File: config.mk
export PLATFORM = sky130hd
export DESIGN_NAME = fetch_queue_flat
export DESIGN_NICKNAME = d
export VERILOG_FILES = /design/src/rtl/fetch_queue_if.sv /design/src/rtl/fetch_queue.sv /design/src/flat_wrapper.sv
export SDC_FILE = /design/constraint.sdc
export NUM_CORES = 1
export LEC_CHECK = 0
export BUFFER_PORTS_ARGS = -buffer_cell sky130_fd_sc_hd__buf_2
export CAP_MARGIN = 30
export CORE_ASPECT_RATIO = 1.75
export CORE_MARGIN = 2
export CORE_UTILIZATION = 45
export DETAILED_ROUTE_END_ITERATION = 16
export PLACE_DENSITY = 0.74
export SYNTH_ARGS = -nofsm -noshare
export SYNTH_HDL_FRONTEND = slang
export SYNTH_SLANG_ARGS = --single-unit
File: constraint.sdc
create_clock -name clk_i -period 7.65 [get_ports clk_i]
set_input_delay 2.295 -clock clk_i [delete_from_list [all_inputs] [get_ports clk_i]]
set_output_delay 2.295 -clock clk_i [all_outputs]
set_load 0.01 [all_outputs]
File: src/rtl/fetch_queue_if.sv
// rtl/fetch_queue_if.sv - fetch/decode handshake bundle around the fetch queue
//
// Purpose: groups the fetch-side push channel, the decode-side head channel,
// and the flush/stall controls of fetch_queue into one interface.
// Parameters:
//   DEPTH   queue entries (power of two, >= 2); sets the width of count_o
//   XCPT_W  width of the fetch exception code
// Signals (directions as seen by the queue, modport slave):
//   flush_i      in   committed taken branch, empties the queue
//   valid_i      in   fetch presents an instruction
//   pc_i         in   PC of the fetched instruction
//   instr_i      in   instruction word
//   kanata_id_i  in   trace id
//   xcpt_i       in   fetch exception flag
//   xcpt_code_i  in   fetch exception code
//   ready_o      out  queue accepts a push this cycle
//   stall_i      in   decode stall, head is held while high
//   valid_o      out  head entry valid
//   pc_o, instr_o, kanata_id_o, xcpt_o, xcpt_code_o  out  head payload
//   count_o      out  number of valid entries
//   full_o       out  count_o == DEPTH
//   empty_o      out  count_o == 0
// modport master is the mirror image used by the fetch/decode side.

interface fetch_queue_if #(
    parameter int DEPTH  = 4,
    parameter int XCPT_W = 4
);
    localparam int CNT_W = $clog2(DEPTH) + 1;

    logic              flush_i;
    logic              valid_i;
    logic [31:0]       pc_i;
    logic [31:0]       instr_i;
    logic [31:0]       kanata_id_i;
    logic              xcpt_i;
    logic [XCPT_W-1:0] xcpt_code_i;
    logic              ready_o;
    logic              stall_i;
    logic              valid_o;
    logic [31:0]       pc_o;
    logic [31:0]       instr_o;
    logic [31:0]       kanata_id_o;
    logic              xcpt_o;
    logic [XCPT_W-1:0] xcpt_code_o;
    logic [CNT_W-1:0]  count_o;
    logic              full_o;
    logic              empty_o;

    modport slave (
        input  flush_i, valid_i, pc_i, instr_i, kanata_id_i, xcpt_i, xcpt_code_i, stall_i,
        output ready_o, valid_o, pc_o, instr_o, kanata_id_o, xcpt_o, xcpt_code_o,
               count_o, full_o, empty_o
    );

    modport master (
        output flush_i, valid_i, pc_i, instr_i, kanata_id_i, xcpt_i, xcpt_code_i, stall_i,
        input  ready_o, valid_o, pc_o, instr_o, kanata_id_o, xcpt_o, xcpt_code_o,
               count_o, full_o, empty_o
    );
endinterface

File: src/rtl/fetch_queue.sv
// rtl/fetch_queue.sv - in-order instruction queue between fetch and decode
//
// Purpose: buffers up to DEPTH fetched instructions (pc, instr, kanata id,
// exception flag and code) so fetch keeps running while decode stalls.
// A flush (committed taken branch) or reset empties the queue at the next edge.
// Ports:
//   clk_i   in  core clock, all state changes on the rising edge
//   rstn_i  in  synchronous active-low reset, overrides every other input
//   bus     fetch_queue_if.slave, push channel, head channel, flush/stall, status

module fetch_queue #(
    parameter int DEPTH  = 4,
    parameter int XCPT_W = 4
) (
    input  logic         clk_i,
    input  logic         rstn_i,
    fetch_queue_if.slave bus
);
    localparam int PTR_W = $clog2(DEPTH);
    localparam int CNT_W = PTR_W + 1;
    localparam logic [CNT_W-1:0] FULL_CNT = CNT_W'(DEPTH);

    logic [31:0]       r_pc        [DEPTH];
    logic [31:0]       r_instr     [DEPTH];
    logic [31:0]       r_kanata_id [DEPTH];
    logic              r_xcpt      [DEPTH];
    logic [XCPT_W-1:0] r_xcpt_code [DEPTH];

    logic [PTR_W-1:0] r_head;
    logic [PTR_W-1:0] r_tail;
    logic [CNT_W-1:0] r_count;

    logic w_full;
    logic w_empty;
    logic w_push;
    logic w_pop;

    assign w_full  = (r_count == FULL_CNT);
    assign w_empty = (r_count == '0);

    // ready is taken from the count alone: a full queue refuses a push even
    // when the head leaves in the same cycle, keeping ready_o off the stall path.
    assign w_push = bus.valid_i & ~w_full & ~bus.flush_i;
    assign w_pop  = ~w_empty & ~bus.stall_i & ~bus.flush_i;

    always_ff @(posedge clk_i) begin
        if (!rstn_i || bus.flush_i) begin
            r_head  <= '0;
            r_tail  <= '0;
            r_count <= '0;
        end else begin
            if (w_push) begin
                r_tail <= r_tail + 1'b1;
            end
            if (w_pop) begin
                r_head <= r_head + 1'b1;
            end
            case ({w_push, w_pop})
                2'b10:   r_count <= r_count + 1'b1;
                2'b01:   r_count <= r_count - 1'b1;
                default: r_count <= r_count;
            endcase
        end
    end

    // Payload storage is never cleared; stale entries are hidden by the count.
    always_ff @(posedge clk_i) begin
        if (rstn_i && w_push) begin
            r_pc[r_tail]        <= bus.pc_i;
            r_instr[r_tail]     <= bus.instr_i;
            r_kanata_id[r_tail] <= bus.kanata_id_i;
            r_xcpt[r_tail]      <= bus.xcpt_i;
            r_xcpt_code[r_tail] <= bus.xcpt_code_i;
        end
    end

    assign bus.ready_o     = ~w_full;
    assign bus.valid_o     = ~w_empty;
    assign bus.full_o      = w_full;
    assign bus.empty_o     = w_empty;
    assign bus.count_o     = r_count;

    // Head payload reads as zero when the queue is empty so decode never sees
    // a stale instruction or exception.
    assign bus.pc_o        = w_empty ? '0 : r_pc[r_head];
    assign bus.instr_o     = w_empty ? '0 : r_instr[r_head];
    assign bus.kanata_id_o = w_empty ? '0 : r_kanata_id[r_head];
    assign bus.xcpt_o      = w_empty ? 1'b0 : r_xcpt[r_head];
    assign bus.xcpt_code_o = w_empty ? '0 : r_xcpt_code[r_head];
endmodule

File: src/flat_wrapper.sv
// flat-port wrapper written by rule: the top's interface ports become plain ports
module fetch_queue_flat 
#(
    parameter int DEPTH  = 4,
    parameter int XCPT_W = 4
)
  (clk_i, rstn_i, bus_flush_i, bus_valid_i, bus_pc_i, bus_instr_i, bus_kanata_id_i, bus_xcpt_i, bus_xcpt_code_i, bus_stall_i, bus_ready_o, bus_valid_o, bus_pc_o, bus_instr_o, bus_kanata_id_o, bus_xcpt_o, bus_xcpt_code_o, bus_count_o, bus_full_o, bus_empty_o);
  fetch_queue_if #(.DEPTH(DEPTH), .XCPT_W(XCPT_W)) bus_i ();
  input  logic clk_i;
  input  logic rstn_i;
  input wire logic [$bits(bus_i.flush_i)-1:0] bus_flush_i;
  input wire logic [$bits(bus_i.valid_i)-1:0] bus_valid_i;
  input wire logic [$bits(bus_i.pc_i)-1:0] bus_pc_i;
  input wire logic [$bits(bus_i.instr_i)-1:0] bus_instr_i;
  input wire logic [$bits(bus_i.kanata_id_i)-1:0] bus_kanata_id_i;
  input wire logic [$bits(bus_i.xcpt_i)-1:0] bus_xcpt_i;
  input wire logic [$bits(bus_i.xcpt_code_i)-1:0] bus_xcpt_code_i;
  input wire logic [$bits(bus_i.stall_i)-1:0] bus_stall_i;
  output wire logic [$bits(bus_i.ready_o)-1:0] bus_ready_o;
  output wire logic [$bits(bus_i.valid_o)-1:0] bus_valid_o;
  output wire logic [$bits(bus_i.pc_o)-1:0] bus_pc_o;
  output wire logic [$bits(bus_i.instr_o)-1:0] bus_instr_o;
  output wire logic [$bits(bus_i.kanata_id_o)-1:0] bus_kanata_id_o;
  output wire logic [$bits(bus_i.xcpt_o)-1:0] bus_xcpt_o;
  output wire logic [$bits(bus_i.xcpt_code_o)-1:0] bus_xcpt_code_o;
  output wire logic [$bits(bus_i.count_o)-1:0] bus_count_o;
  output wire logic [$bits(bus_i.full_o)-1:0] bus_full_o;
  output wire logic [$bits(bus_i.empty_o)-1:0] bus_empty_o;
  assign bus_i.flush_i = bus_flush_i;
  assign bus_i.valid_i = bus_valid_i;
  assign bus_i.pc_i = bus_pc_i;
  assign bus_i.instr_i = bus_instr_i;
  assign bus_i.kanata_id_i = bus_kanata_id_i;
  assign bus_i.xcpt_i = bus_xcpt_i;
  assign bus_i.xcpt_code_i = bus_xcpt_code_i;
  assign bus_i.stall_i = bus_stall_i;
  assign bus_ready_o = bus_i.ready_o;
  assign bus_valid_o = bus_i.valid_o;
  assign bus_pc_o = bus_i.pc_o;
  assign bus_instr_o = bus_i.instr_o;
  assign bus_kanata_id_o = bus_i.kanata_id_o;
  assign bus_xcpt_o = bus_i.xcpt_o;
  assign bus_xcpt_code_o = bus_i.xcpt_code_o;
  assign bus_count_o = bus_i.count_o;
  assign bus_full_o = bus_i.full_o;
  assign bus_empty_o = bus_i.empty_o;
  fetch_queue #(.DEPTH(DEPTH), .XCPT_W(XCPT_W)) u_core (.clk_i(clk_i), .rstn_i(rstn_i), .bus(bus_i));
endmodule
* Word-level counts from Yosys, hierarchy flattened
Memories as Yosys holds them, arrays and structs flattened. A register that Yosys moved wholly into a read port is not among the register bits.
Index checks and enable logic that the tools add are counted.
** Storage, ports and cells
- Memories :: 5
- Register bits :: 7
- ROM bits :: 0
- Bits in writable memories :: 404
- Input port bits :: 106
- Output and inout port bits :: 108
- Latch bits :: 0
** Operators by class
- Multipliers :: 0
- Reductions and logical operators :: 5
- Div/mod/pow operators :: 0
- Bitwise logic cells :: 8
- Equal/unequal tests :: 3
- Magnitude comparators :: 0
- Shifts and indexed selects :: 0
- Mux-type cells :: 18
- Add/subtract/negate cells :: 4
** Memory list
- u_core.r_instr :: words 4, width 32, read ports 1, clocked after memory_dff 1, wr ports 1, RTL line fetch_queue.sv:24 : logic [31:0] r_instr [DEPTH];
- u_core.r_kanata_id :: words 4, width 32, read ports 1, clocked after memory_dff 1, wr ports 1, RTL line fetch_queue.sv:25 : logic [31:0] r_kanata_id [DEPTH];
- u_core.r_pc :: words 4, width 32, read ports 1, clocked after memory_dff 1, wr ports 1, RTL line fetch_queue.sv:23 : logic [31:0] r_pc [DEPTH];
- u_core.r_xcpt_code :: words 4, width 4, read ports 1, clocked after memory_dff 1, wr ports 1, RTL line fetch_queue.sv:27 : logic [XCPT_W-1:0] r_xcpt_code [DEPTH];
- u_core.r_xcpt :: words 4, width 1, read ports 1, clocked after memory_dff 1, wr ports 1, RTL line fetch_queue.sv:26 : logic r_xcpt [DEPTH];
** Operators by type and width (number)
- two-way mux 32 bit :: 3
- two-way mux 2 bit :: 10
- case mux 3 bit (2 select lines) :: 1
- adder 2 x 1 -> 2 bit, second input constant :: 2
- AND 1 bit :: 4
- two-way mux 4 bit :: 1
- inverter 1 bit :: 4
- adder 3 x 1 -> 3 bit, second input constant :: 1
- equality test 3 bit, second input constant :: 1
- zero test 3 bit :: 1
- two-way mux 1 bit :: 3
- subtractor 3 x 1 -> 3 bit, second input constant :: 1
- equality test 2 x 1 -> 1 bit, second input constant :: 1
- equality test 2 bit, second input constant :: 1
- nonzero test 2 bit :: 1
- logical AND 1 bit :: 1
- zero test 1 bit :: 1
- logical OR 1 bit :: 1

* Longest topological paths before layout
- Depth after elaboration :: 7
- Gate-level depth with buffers :: 9
- Gate-level depth less buffers :: 9

* Worst setup path after synthesis
Ideal clock, no wire load.
- Path type :: input -> register
- From :: input bus_valid_i
- To :: memory u_core.r_instr[0][0] (enable)
- Arrival :: 4.968 ns
- Stages :: 3
- Setup slack :: 2.210 ns
- Cells stage by stage :: inv_1 -> nor2_1 -> and3_1
** Between the ends
- Word-level cells in the longest chain between the ends :: 5
** RTL lines
- from (decl) :: RTL line flat_wrapper.sv:12 : input wire logic [$bits(bus_i.valid_i)-1:0] bus_valid_i;
- AND 1 bit (2 in a row) :: RTL line fetch_queue.sv:43 : assign w_push = bus.valid_i & ~w_full & ~bus.flush_i;
- logical AND 1 bit :: RTL line fetch_queue.sv:68 : if (rstn_i && w_push) begin
- two-way mux 1 bit :: RTL line fetch_queue.sv:68
- two-way mux 1 bit (implied by the code) :: RTL line fetch_queue.sv:70 : r_instr[r_tail] <= bus.instr_i;
- to (decl) :: RTL line fetch_queue.sv:24
No other way between the ends.

==> impl_metrics.toml <==
[yosys]
syn_area_per_cell_um2 = 22.6
synthAdderAreaFrac_pct = 0.525
syn-num-nets = 808
synth_compound_area_share_pct = 0.381
seq_area_frac_synth_pct = 78.2
synthSimpleGateAreaFrac_pct = 4.78
yosys_warnings = 0
synth_xor_area_share_pct = 0.111
ys_types = 27
syn_inst = 696
syn_area_um2 = 15700
synth_top_family_by_area = "multiplexers"
synthMuxAreaShare_pct = 14.4
synth-seq-cells = 413

[outcome]
status = "finished, final reports clean"

[finish]
syn2layout_area_growth_pct = 17.4
drive_gt1_share_pct = 40.5
num-nets-final = 1037
multi_input_area_um2 = 3210
fill_cells = 2730
ff_latch_area_um2 = 12300
stdcell_area_um2 = 18500

[sta]
tns_ns = 0
grt_setup_unrepaired = "false"
fmax_mhz = 193
drv_slew = 0
finalHoldViolCount = 0
maxSlewHeadroom_pct = 38.1
period_needed_ns = 5.18
worstMarginPinSlew_ns = 0.928
worst_slack_ns = 2.47
finClkSkew_ns = 0.0128
setup_violations = 0
fin_crit_sh_pct = 67.6

[worst_setup_path]
path_cells = "buf_4 > mux4_2 > and2_1 > buf_2"
r2r.worst_path.cells = 5
required_ns = 5.36
reg2reg_to = "u_core.r_pc[2][19]"
crit_path_top_delay_cell = "dfxtp_4"
cp_max_fo = 60
rr_startpoint = "u_core.bus.count_o[0]"
cpLargestDelayFamily = "flip-flops"
worst_setup_path_end_kind = "output pin"
critPathLaunchType = "register"
critPathKind = "reg2out"
cp_slowest_stage_delay_ns = 0.94
cp_num_buf_inv = 2
regToRegSetupSlack_ns = 4.82
critical_path_arrival_ns = 2.88

[routing]
dr.first_iter.drc_count = 337
first_pass_iters = 4
vias = 7480
drt_wl_total_um = 29800
wl_per_cell_um = 21.0
ant_nets = 0
route.detailed.drc = 0
viasPerCell = 5.28

[power]
max-vdd-ir-drop_v = 0.000177
total_power_w = 0.00442
power_leakage_nw = 6.28
powerDensity_nw_per_um2 = 239

[clock_tree]
clk_latency_ns = 0.51
cts.sinks = 413
root_buffer = "clkbuf_16"
numCtsBuffers = 36
htreeDepth = 2
cts_max_path_buffers = 3
post_cts_buffers = 0
cts_tree = "built"
postCtsHoldBufs = 0
clkTransAtPathRegs_ns = 0.07
cts_resized = 0

[place]
dpl.hpwl_um = 17900
gp_congestion = 0.742
post_dp_cell_area_um2 = 17300
dp_slack_ns = 2.91
io_buffer_count = 213

[global_routing]
grt_pass1_vias = 8112
grt_pass1_wl_um = 45400
track_usage_pct = 16.3
grt_max_degree = 61
grt_overflow_total = 0
antenna_found_initial = 12

[floorplanning]
core_area_um2 = 34500
dieArea_um2 = 36600
initial_core_util_pct = 45.7
io_pins = 214
die_w_um = 145
die_h_um = 251
rows = 90

[run]
max_cap_violations = 0

[hold_path]
hold_class = "reg2reg"
hold_depth = 2
hold_start = "u_core.r_head[1]"
[synth_stat cells]
library cell  count  area, µm²
mux4_2          101       2270
xor2_1            2       17.5
inv_1             7       26.3
nand4_1           1       6.26
a21oi_1           5       25.0
edfxtp_1        404      12100
nor2b_1           1       6.26
o211ai_1          1       7.51
o31ai_2           1       12.5
nor3_1            1       5.00
buf_2            10       50.1
fa_1              1       20.0
nand2b_1          2       12.5
and2_1          101        632
nand2_1           1       3.75
nor2_1            4       15.0
nand3_1           1       5.00
or4_1             1       7.51
buf_6            10        113
ha_1              5       62.6
or3_1             4       25.0
dfxtp_1           9        180
o21ai_0           3       15.0
or3b_2            1       8.76
inv_2             1       3.75
and3_1            4       25.0
clkbuf_1         14       52.6
[cell families (layout without fill, tap and decap cells)]
| group | after synthesis | in the layout |
|---|---|---|
| AO/OA/AOI/OAI | 10 | 10 |
| XOR/XNOR | 2 | 2 |
| adder cells (fa/ha/maj) | 6 | 6 |
| buffers and inverters | 42 | 296 |
| flip-flops | 413 | 413 |
| multiplexers | 101 | 101 |
| other | 0 | 7 |
| AND/OR/NAND/NOR | 122 | 122 |
[placed cells by master, fill, tap and decap left out, types with 4 or more instances in the layout]
master	synthesis	routed
a21oi_1	5	5
and2_1	101	101
and3_4	0	4
buf_2	10	213
buf_4	0	10
clkbuf_1	14	9
clkbuf_16	0	37
clkinv_1	0	5
clkinv_2	0	5
dfxtp_1	9	7
diode_2	0	7
edfxtp_1	404	404
ha_1	5	5
inv_1	7	7
mux4_2	101	101
nor2_1	4	4
[worst register-to-register path, cell delays in order (launching register included)]
cell and delay [ns]:
dfxtp_1 0.41, or3b_2 0.19, inv_2 0.06, nor2_1 0.32
and3_4 0.82, buf_4 0.63
[final cells by class]
class / instances / area share, %
Sequential cell: 413 / 66.7
Antenna cell: 7 / 0.0948
Inverter: 8 / 0.162
Tap cell: 460 / 3.11
Multi-Input combinational cell: 241 / 17.4
Clock inverter: 15 / 0.812
Clock buffer: 48 / 5.34
Timing Repair Buffer: 225 / 6.43
[flip-flops by register name, summed over array words and instances (netlist names), named ones only]
signal              cells
u_core.r_tail           2
u_core.r_xcpt           4
u_core.r_instr        128
u_core.bus.count_o      3
u_core.r_head           2
u_core.r_pc           128
u_core.r_xcpt_code     16
u_core.r_kanata_id    128
[through the flow]
stage | std cells | hold slack [ns] | util (%)
2_1_floorplan | 696 | 0.459 | -
3_5_place_dp | 1347 | 0.489 | 50.3
6_report | 1417 | 0.504 | 53.6
5_1_grt | 1417 | 0.554 | 53.6
4_1_cts | 1410 | 0.510 | 53.6
3_3_place_gp | 1346 | 0.465 | 50.2
[how the worst max path moves through the flow]
stage,to,slack [ns],depth (start not counted),startpoint
after floorplan,u_core.r_instr[0][0],2.21,3,bus_valid_i
after global placement,bus_kanata_id_o[0],2.90,4,register
after detailed placement,u_core.r_xcpt_code[1][0],2.91,5,bus_valid_i
after CTS,bus_kanata_id_o[0],2.35,4,register
after global routing,bus_pc_o[6],2.31,4,register
final,bus_pc_o[6],2.47,4,register
[where the power goes]
group	switching, W	internal [W]	total, W	leakage, nW
Clock	0.000753	0.00101	0.00176	0.555
Combinational	0.0000828	0.0000648	0.000148	2.00
Sequential	0.00000579	0.00251	0.00251	3.72
[per-layer routing]
| layer | GRT usage (%) | wire, µm |
|---|---|---|
| met1 | 18.5 | 11000 |
| met2 | 30.0 | 16300 |
| met3 | 3.22 | 1370 |
| met4 | 7.03 | 1100 |
| met5 | 0 | 31 |
(Power assumes the default switching activity.)
